File: config.mk
export PLATFORM = sky130hd
export DESIGN_NAME = generador_rango
export DESIGN_NICKNAME = d
export VERILOG_FILES = /design/src/rtl/rango_pkg.sv /design/src/rtl/c2_a_magnitud.sv /design/src/rtl/generador_rango.sv
export SDC_FILE = /design/constraint.sdc
export NUM_CORES = 1
export LEC_CHECK = 0
export ABC_AREA = 1
export BUFFER_PORTS_ARGS = -buffer_cell sky130_fd_sc_hd__buf_4
export CAP_MARGIN = 30
export CORE_MARGIN = 1
export CORE_UTILIZATION = 29
export CTS_CLUSTER_DIAMETER = 120
export CTS_CLUSTER_SIZE = 12
export DETAILED_ROUTE_END_ITERATION = 16
export PLACE_DENSITY = 0.53
export SLEW_MARGIN = 20
export SYNTH_ARGS = -nofsm -noshare
export SYNTH_HDL_FRONTEND = slang
export SYNTH_HIERARCHICAL = 1
export SYNTH_SLANG_ARGS = --single-unit
File: constraint.sdc
create_clock -name clk -period 5.57 [get_ports clk]
set_clock_uncertainty 0.1 [all_clocks]
set_input_delay 0.2785 -clock clk [delete_from_list [all_inputs] [get_ports clk]]
set_output_delay 0.2785 -clock clk [all_outputs]
set_load 0.05 [all_outputs]
File: src/rtl/rango_pkg.sv
// Shared definitions for the range-check datapath: sequencer states,
// default widths, and signed helpers used by producer and checker.
package rango_pkg;

    localparam int unsigned ANCHO_DEF      = 5;
    localparam int unsigned ANCHO_PASO_DEF = 3;
    // Internal width of the helper functions; callers sign-extend into it.
    localparam int unsigned ANCHO_MAX      = 16;

    typedef enum logic [1:0] {
        REPOSO,
        EMITIR,
        TERMINA
    } estado_t;

    // Signed a <= b on sign-extended operands.
    function automatic logic menor_igual_c2(
        input logic signed [ANCHO_MAX-1:0] a,
        input logic signed [ANCHO_MAX-1:0] b
    );
        return (a <= b);
    endfunction

    // Two's complement to magnitude; the most negative value of the caller's
    // width maps to 2^(ANCHO-1), which still fits after truncation.
    function automatic logic [ANCHO_MAX-1:0] magnitud_c2(
        input logic signed [ANCHO_MAX-1:0] v
    );
        logic [ANCHO_MAX-1:0] u;
        u = v;
        if (v[ANCHO_MAX-1]) begin
            return ~u + ANCHO_MAX'(1);
        end
        return u;
    endfunction

endpackage

File: src/rtl/c2_a_magnitud.sv
// Combinational two's complement -> sign + magnitude view.
module c2_a_magnitud
    import rango_pkg::*;
#(
    parameter int unsigned ANCHO = ANCHO_DEF
) (
    input  logic [ANCHO-1:0] valor,
    output logic             signo,
    output logic [ANCHO-1:0] magnitud
);

    // Sign is the MSB; magnitude goes through the shared helper.
    always_comb begin
        signo    = valor[ANCHO-1];
        magnitud = ANCHO'(magnitud_c2(ANCHO_MAX'(signed'(valor))));
    end

endmodule

File: src/rtl/generador_rango.sv
// Range sequencer: latches a signed window and a step on inicio and emits
// lower, lower+paso, ... <= upper over a valid/ready handshake.
module generador_rango
    import rango_pkg::*;
#(
    parameter int unsigned ANCHO      = ANCHO_DEF,
    parameter int unsigned ANCHO_PASO = ANCHO_PASO_DEF
) (
    input  logic                  clk,
    input  logic                  rst,
    input  logic                  inicio,
    input  logic [ANCHO-1:0]      limiteInferior,
    input  logic [ANCHO-1:0]      limiteSuperior,
    input  logic [ANCHO_PASO-1:0] paso,
    input  logic                  listo,
    output logic [ANCHO-1:0]      numero,
    output logic                  signo,
    output logic [ANCHO-1:0]      magnitud,
    output logic                  valido,
    output logic                  ocupado,
    output logic                  fin,
    output logic                  error,
    output logic [ANCHO:0]        cuenta
);

    estado_t estado_q, estado_d;

    logic signed [ANCHO-1:0] lim_sup_q, lim_sup_d;
    logic [ANCHO_PASO-1:0]   paso_q, paso_d;
    logic [ANCHO-1:0]        numero_q, numero_d;
    logic                    valido_q, valido_d;
    logic                    ocupado_q, ocupado_d;
    logic                    fin_q, fin_d;
    logic                    error_q, error_d;
    logic [ANCHO:0]          cuenta_q, cuenta_d;

    logic                    handshake;
    logic                    rango_ok;
    logic signed [ANCHO:0]   siguiente;
    logic                    siguiente_cabe;

    // Handshake, window check on the raw inputs, and the next candidate
    // computed one bit wider so +15 plus a step never wraps negative.
    always_comb begin
        handshake      = valido_q & listo;
        rango_ok       = menor_igual_c2(ANCHO_MAX'(signed'(limiteInferior)),
                                        ANCHO_MAX'(signed'(limiteSuperior)));
        siguiente      = (ANCHO+1)'(signed'(numero_q)) + (ANCHO+1)'(paso_q);
        siguiente_cabe = menor_igual_c2(ANCHO_MAX'(siguiente),
                                        ANCHO_MAX'(lim_sup_q));
    end

    // State register.
    always_ff @(posedge clk) begin
        if (rst) begin
            estado_q <= REPOSO;
        end else begin
            estado_q <= estado_d;
        end
    end

    // Next-state logic.
    always_comb begin
        estado_d = estado_q;
        unique case (estado_q)
            REPOSO: begin
                if (inicio && rango_ok) begin
                    estado_d = EMITIR;
                end
            end
            EMITIR: begin
                if (handshake && !siguiente_cabe) begin
                    estado_d = TERMINA;
                end
            end
            TERMINA: begin
                estado_d = REPOSO;
            end
            default: begin
                estado_d = REPOSO;
            end
        endcase
    end

    // Datapath and registered outputs; fin/error default low so they pulse.
    always_comb begin
        lim_sup_d = lim_sup_q;
        paso_d    = paso_q;
        numero_d  = numero_q;
        valido_d  = valido_q;
        ocupado_d = ocupado_q;
        fin_d     = 1'b0;
        error_d   = 1'b0;
        cuenta_d  = cuenta_q;
        unique case (estado_q)
            REPOSO: begin
                if (inicio) begin
                    lim_sup_d = signed'(limiteSuperior);
                    paso_d    = (paso == '0) ? ANCHO_PASO'(1) : paso;
                    cuenta_d  = '0;
                    if (rango_ok) begin
                        // The lower bound lives on as the first numero.
                        numero_d  = limiteInferior;
                        valido_d  = 1'b1;
                        ocupado_d = 1'b1;
                    end else begin
                        error_d = 1'b1;
                    end
                end
            end
            EMITIR: begin
                if (handshake) begin
                    cuenta_d = cuenta_q + (ANCHO+1)'(1);
                    if (siguiente_cabe) begin
                        numero_d = siguiente[ANCHO-1:0];
                    end else begin
                        valido_d  = 1'b0;
                        ocupado_d = 1'b0;
                        fin_d     = 1'b1;
                    end
                end
            end
            TERMINA: begin
                ocupado_d = 1'b0;
            end
            default: begin
                valido_d  = 1'b0;
                ocupado_d = 1'b0;
            end
        endcase
    end

    // Datapath registers.
    always_ff @(posedge clk) begin
        if (rst) begin
            lim_sup_q <= '0;
            paso_q    <= '0;
            numero_q  <= '0;
            valido_q  <= 1'b0;
            ocupado_q <= 1'b0;
            fin_q     <= 1'b0;
            error_q   <= 1'b0;
            cuenta_q  <= '0;
        end else begin
            lim_sup_q <= lim_sup_d;
            paso_q    <= paso_d;
            numero_q  <= numero_d;
            valido_q  <= valido_d;
            ocupado_q <= ocupado_d;
            fin_q     <= fin_d;
            error_q   <= error_d;
            cuenta_q  <= cuenta_d;
        end
    end

    c2_a_magnitud #(
        .ANCHO(ANCHO)
    ) u_c2_a_magnitud (
        .valor   (numero_q),
        .signo   (signo),
        .magnitud(magnitud)
    );

    // Output assignments.
    always_comb begin
        numero  = numero_q;
        valido  = valido_q;
        ocupado = ocupado_q;
        fin     = fin_q;
        error   = error_q;
        cuenta  = cuenta_q;
    end

endmodule
==> flow_summary.json <==
{
  "clock-sinks": 25,
  "min_period_ns": 2.92,
  "ant_nets": 0,
  "syn_nets": 273,
  "io_pins": 38,
  "clk_latency_ns": 0.28,
  "clock-root-buffer": "clkbuf_8",
  "hold_class": "input pin to register",
  "r2r.worst_path.cells": 17,
  "cp_common_cell": "nand2_1",
  "cts_setup_buffers": 0,
  "place.port_buffers": 37,
  "seqPwrFrac_pct": 25.6,
  "cp-start-kind": "register",
  "drt_iter0_drc": 52,
  "wirelength_um": 3660,
  "rsz0062_at_grt": "no",
  "vias_per_cell": 4.43,
  "p_int_mw": 0.464,
  "synth_area_leader_cell": "dfxtp_1",
  "vias": 1542,
  "grt_overflow": 0,
  "hold_path_depth": 2,
  "drtPass1Iterations": 4,
  "synth_top_cell_area_share_pct": 30.5,
  "post-route-period-util_pct": 52.4,
  "dieWidth_um": 77.2,
  "core-area_sq_mm": 0.00547,
  "setup_viol": 0,
  "grt_pass1_wl_um": 6610,
  "cts_tree": "yes",
  "grt_pass1_vias": 1497,
  "critPathRequiredTime_ns": 5.64,
  "max_cap_violations": 0,
  "swShare_pct": 53.3,
  "slowest_delay_ns": 0.41,
  "run_status": "finished, final reports clean",
  "rrSetupSlack_ns": 2.65,
  "fmaxAchievable_mhz": 343,
  "cts_resized": 0,
  "pwr-share-comb_pct": 62.9,
  "antenna_found_initial": 0,
  "path_clk_slew_ns": 0.10,
  "fill_cells": 622,
  "place.gp.congestion": 0.812,
  "fin_nets": 311,
  "path_cells": "ha_1, fa_1, a21oi_1, nor2_1, xor2_1, ha_1, nand2_1, nor2_1, nand2_1, nand4_1, nand3_1, nand2_1, nand2_1, nand2_2, nand2_1, nand2_1, nor2_1",
  "grt_use_total_pct": 13.7,
  "tns_ns": 0,
  "hpwlAfterDp_um": 3000,
  "min_to": "lim_sup_q[0]",
  "area.growth.synth_to_final_pct": 23.5,
  "yosysWarnings": 6,
  "cellLeakagePower_nw": 1.09,
  "ys_top_cells_by_area": "dfxtp_1, nand2_1, ha_1",
  "num_rows": 27,
  "cts_made_buffers": 3,
  "p_sw_mw": 0.528,
  "n_antenna_cell": 0,
  "h-tree-depth": 1,
  "cts_buffer_depth": 2,
  "p_per_area_mw_per_mm2": 489,
  "path_class": "register to register",
  "ctsHoldBuffers": 0,
  "cp_max_fo": 10,
  "layout-drive-gt1-share_pct": 19.2,
  "hold_viol_final": 0,
  "endpoint_kind": "register",
  "ys_ff_latch": 25,
  "synthCells": 239,
  "synth.avg_cell_area_sq_um": 6.87,
  "slew_violations": 0,
  "vdd_drop_max_uv": 235,
  "dieArea_sq_mm": 0.00597,
  "netlist_area_sq_mm": 0.00164,
  "r2r_end": "numero[4]",
  "start_util_pct": 30.0,
  "yosysSeqAreaShare_pct": 30.5,
  "tightest_slew_ns": 0.458,
  "utilization_pct": 37.0,
  "wl_per_cell_um": 10.5,
  "r2r_start": "numero[0]",
  "grt_start_max_net_pins": 16,
  "p_clk_share_pct": 11.5,
  "max-slew-margin-rel_pct": 69.5,
  "arrival_ns": 2.99,
  "synth_cell_types": 31,
  "min_from": "rst",
  "chipHeight_um": 77.2,
  "drc": 0,
  "slowest_stage": "fa_1"
}
-- flip-flops by register name, summed over array words and instances (netlist names) --
register	cells
cuenta	6
paso_q	3
lim_sup_q	5
ocupado	1
numero	5
valido	1
estado_q	2
fin	1
error	1
-- cells in the mapped netlist --
cell type	n
ha_1	16
nor2_2	1
dfxtp_1	25
xor2_1	4
o21ai_0	6
nor3b_1	1
nand3_2	1
nand3_1	10
buf_6	1
nor2_8	1
clkinv_1	1
o22ai_1	4
a21oi_1	16
buf_4	2
nor3_1	5
nor2_1	23
inv_2	1
nand2_4	1
nand4_1	4
nor2_4	1
and3_4	1
inv_1	36
and3_1	1
inv_4	2
o21bai_1	1
buf_2	1
or2_1	1
nand2_2	2
nand2_1	68
fa_1	1
nor3b_2	1
-- critical path, delay by kind of cell (launching register included) --
family	cells	cell delay (ns)
xor+xnor	1	0.15
compound gates	1	0.17
simple gates	12	1.08
fa+ha+maj	3	0.94
flops	1	0.37
-- logic make-up (layout without fill, tap and decap cells) --
family | count (synthesis) | in the layout | share of synthesized area (%)
xor gates and xnor gates | 4 | 4 | 2.13
AOI/OAI and AO/OA | 27 | 27 | 8.69
buffers and inverters | 44 | 81 | 11.4
DFF | 25 | 25 | 30.5
adders and majority gates | 17 | 17 | 13.4
and+or+nand+nor | 122 | 122 | 33.9
-- cell usage in the layout (no fill, tap or decap) --
cell type,synthesis,layout
o21ai_0,6,6
buf_4,2,37
nor2_2,1,1
nor3_1,5,5
and3_1,1,1
inv_2,1,1
ha_1,16,16
nand3_1,10,10
nor2_1,23,23
o21bai_1,1,1
clkinv_1,1,1
or2_1,1,1
nor3b_2,1,1
nor3b_1,1,1
nor2_8,1,1
nand3_2,1,1
dfxtp_1,25,25
and3_4,1,1
nand4_1,4,4
xor2_1,4,4
clkbuf_8,0,3
clkinvlp_4,0,1
fa_1,1,1
nor2_4,1,1
o22ai_1,4,4
a21oi_1,16,16
nand2_4,1,1
inv_1,36,36
inv_4,2,2
nand2_1,68,68
nand2_2,2,2
-- power by group through the flow --
stage | Sequential, mW | Combinational (mW) | Clock, mW
after detailed placement | 0.260 | 0.629 | 0
after global routing | 0.264 | 0.703 | 0.128
final | 0.254 | 0.624 | 0.114
after CTS | 0.256 | 0.631 | 0.121
after global placement | 0.259 | 0.621 | 0
after floorplan | 0.331 | 0.412 | 0
-- final cells by class --
class                   instances  area [sq um]  share of cell area (%)
well taps                      72          90.1                    4.44
inverters                      40           155                    7.65
repair buffers                 37           278                    13.7
clock buffers                   3          41.3                    2.04
clock inverters                 1          7.51                   0.370
flip-flops and latches         25           500                    24.7
multi-input cells             170           955                    47.1
-- layer usage --
metal / part of all wire (%) / up-vias / GRT usage, %
met2: 46 / 24 / 23.0
met3: 3.6 / 4 / 2.38
met1: 49 / 683 / 18.1
met4: 0.79 / 0 / 2.83
met5: 0 / - / 0
li1: - / 831 / -
-- worst max path at each step --
stage                   start   endpoint  slack [ns]
floorplan           numero[0]  numero[0]        2.67
global placement    numero[0]  numero[3]        2.80
detailed placement  numero[0]  numero[1]        2.67
CTS                 numero[0]  numero[4]        2.64
global route        numero[0]  numero[4]        2.38
finish              numero[0]  numero[4]        2.65
-- through the flow --
stage / power [mW] / cell area [sq um] / hold slack (ns) / setup WS, ns / cells
floorplan: 0.743 / 1640 / 0.326 / 2.67 / 239
global placement: 0.880 / 1980 / 0.355 / 2.80 / 344
detailed placement: 0.889 / 1980 / 0.358 / 2.67 / 344
CTS: 1.01 / 2030 / 0.134 / 2.64 / 348
global route: 1.10 / 2030 / 0.137 / 2.38 / 348
finish: 0.992 / 2030 / 0.132 / 2.65 / 348
No activity file was read; power rests on OpenSTA's default activity.
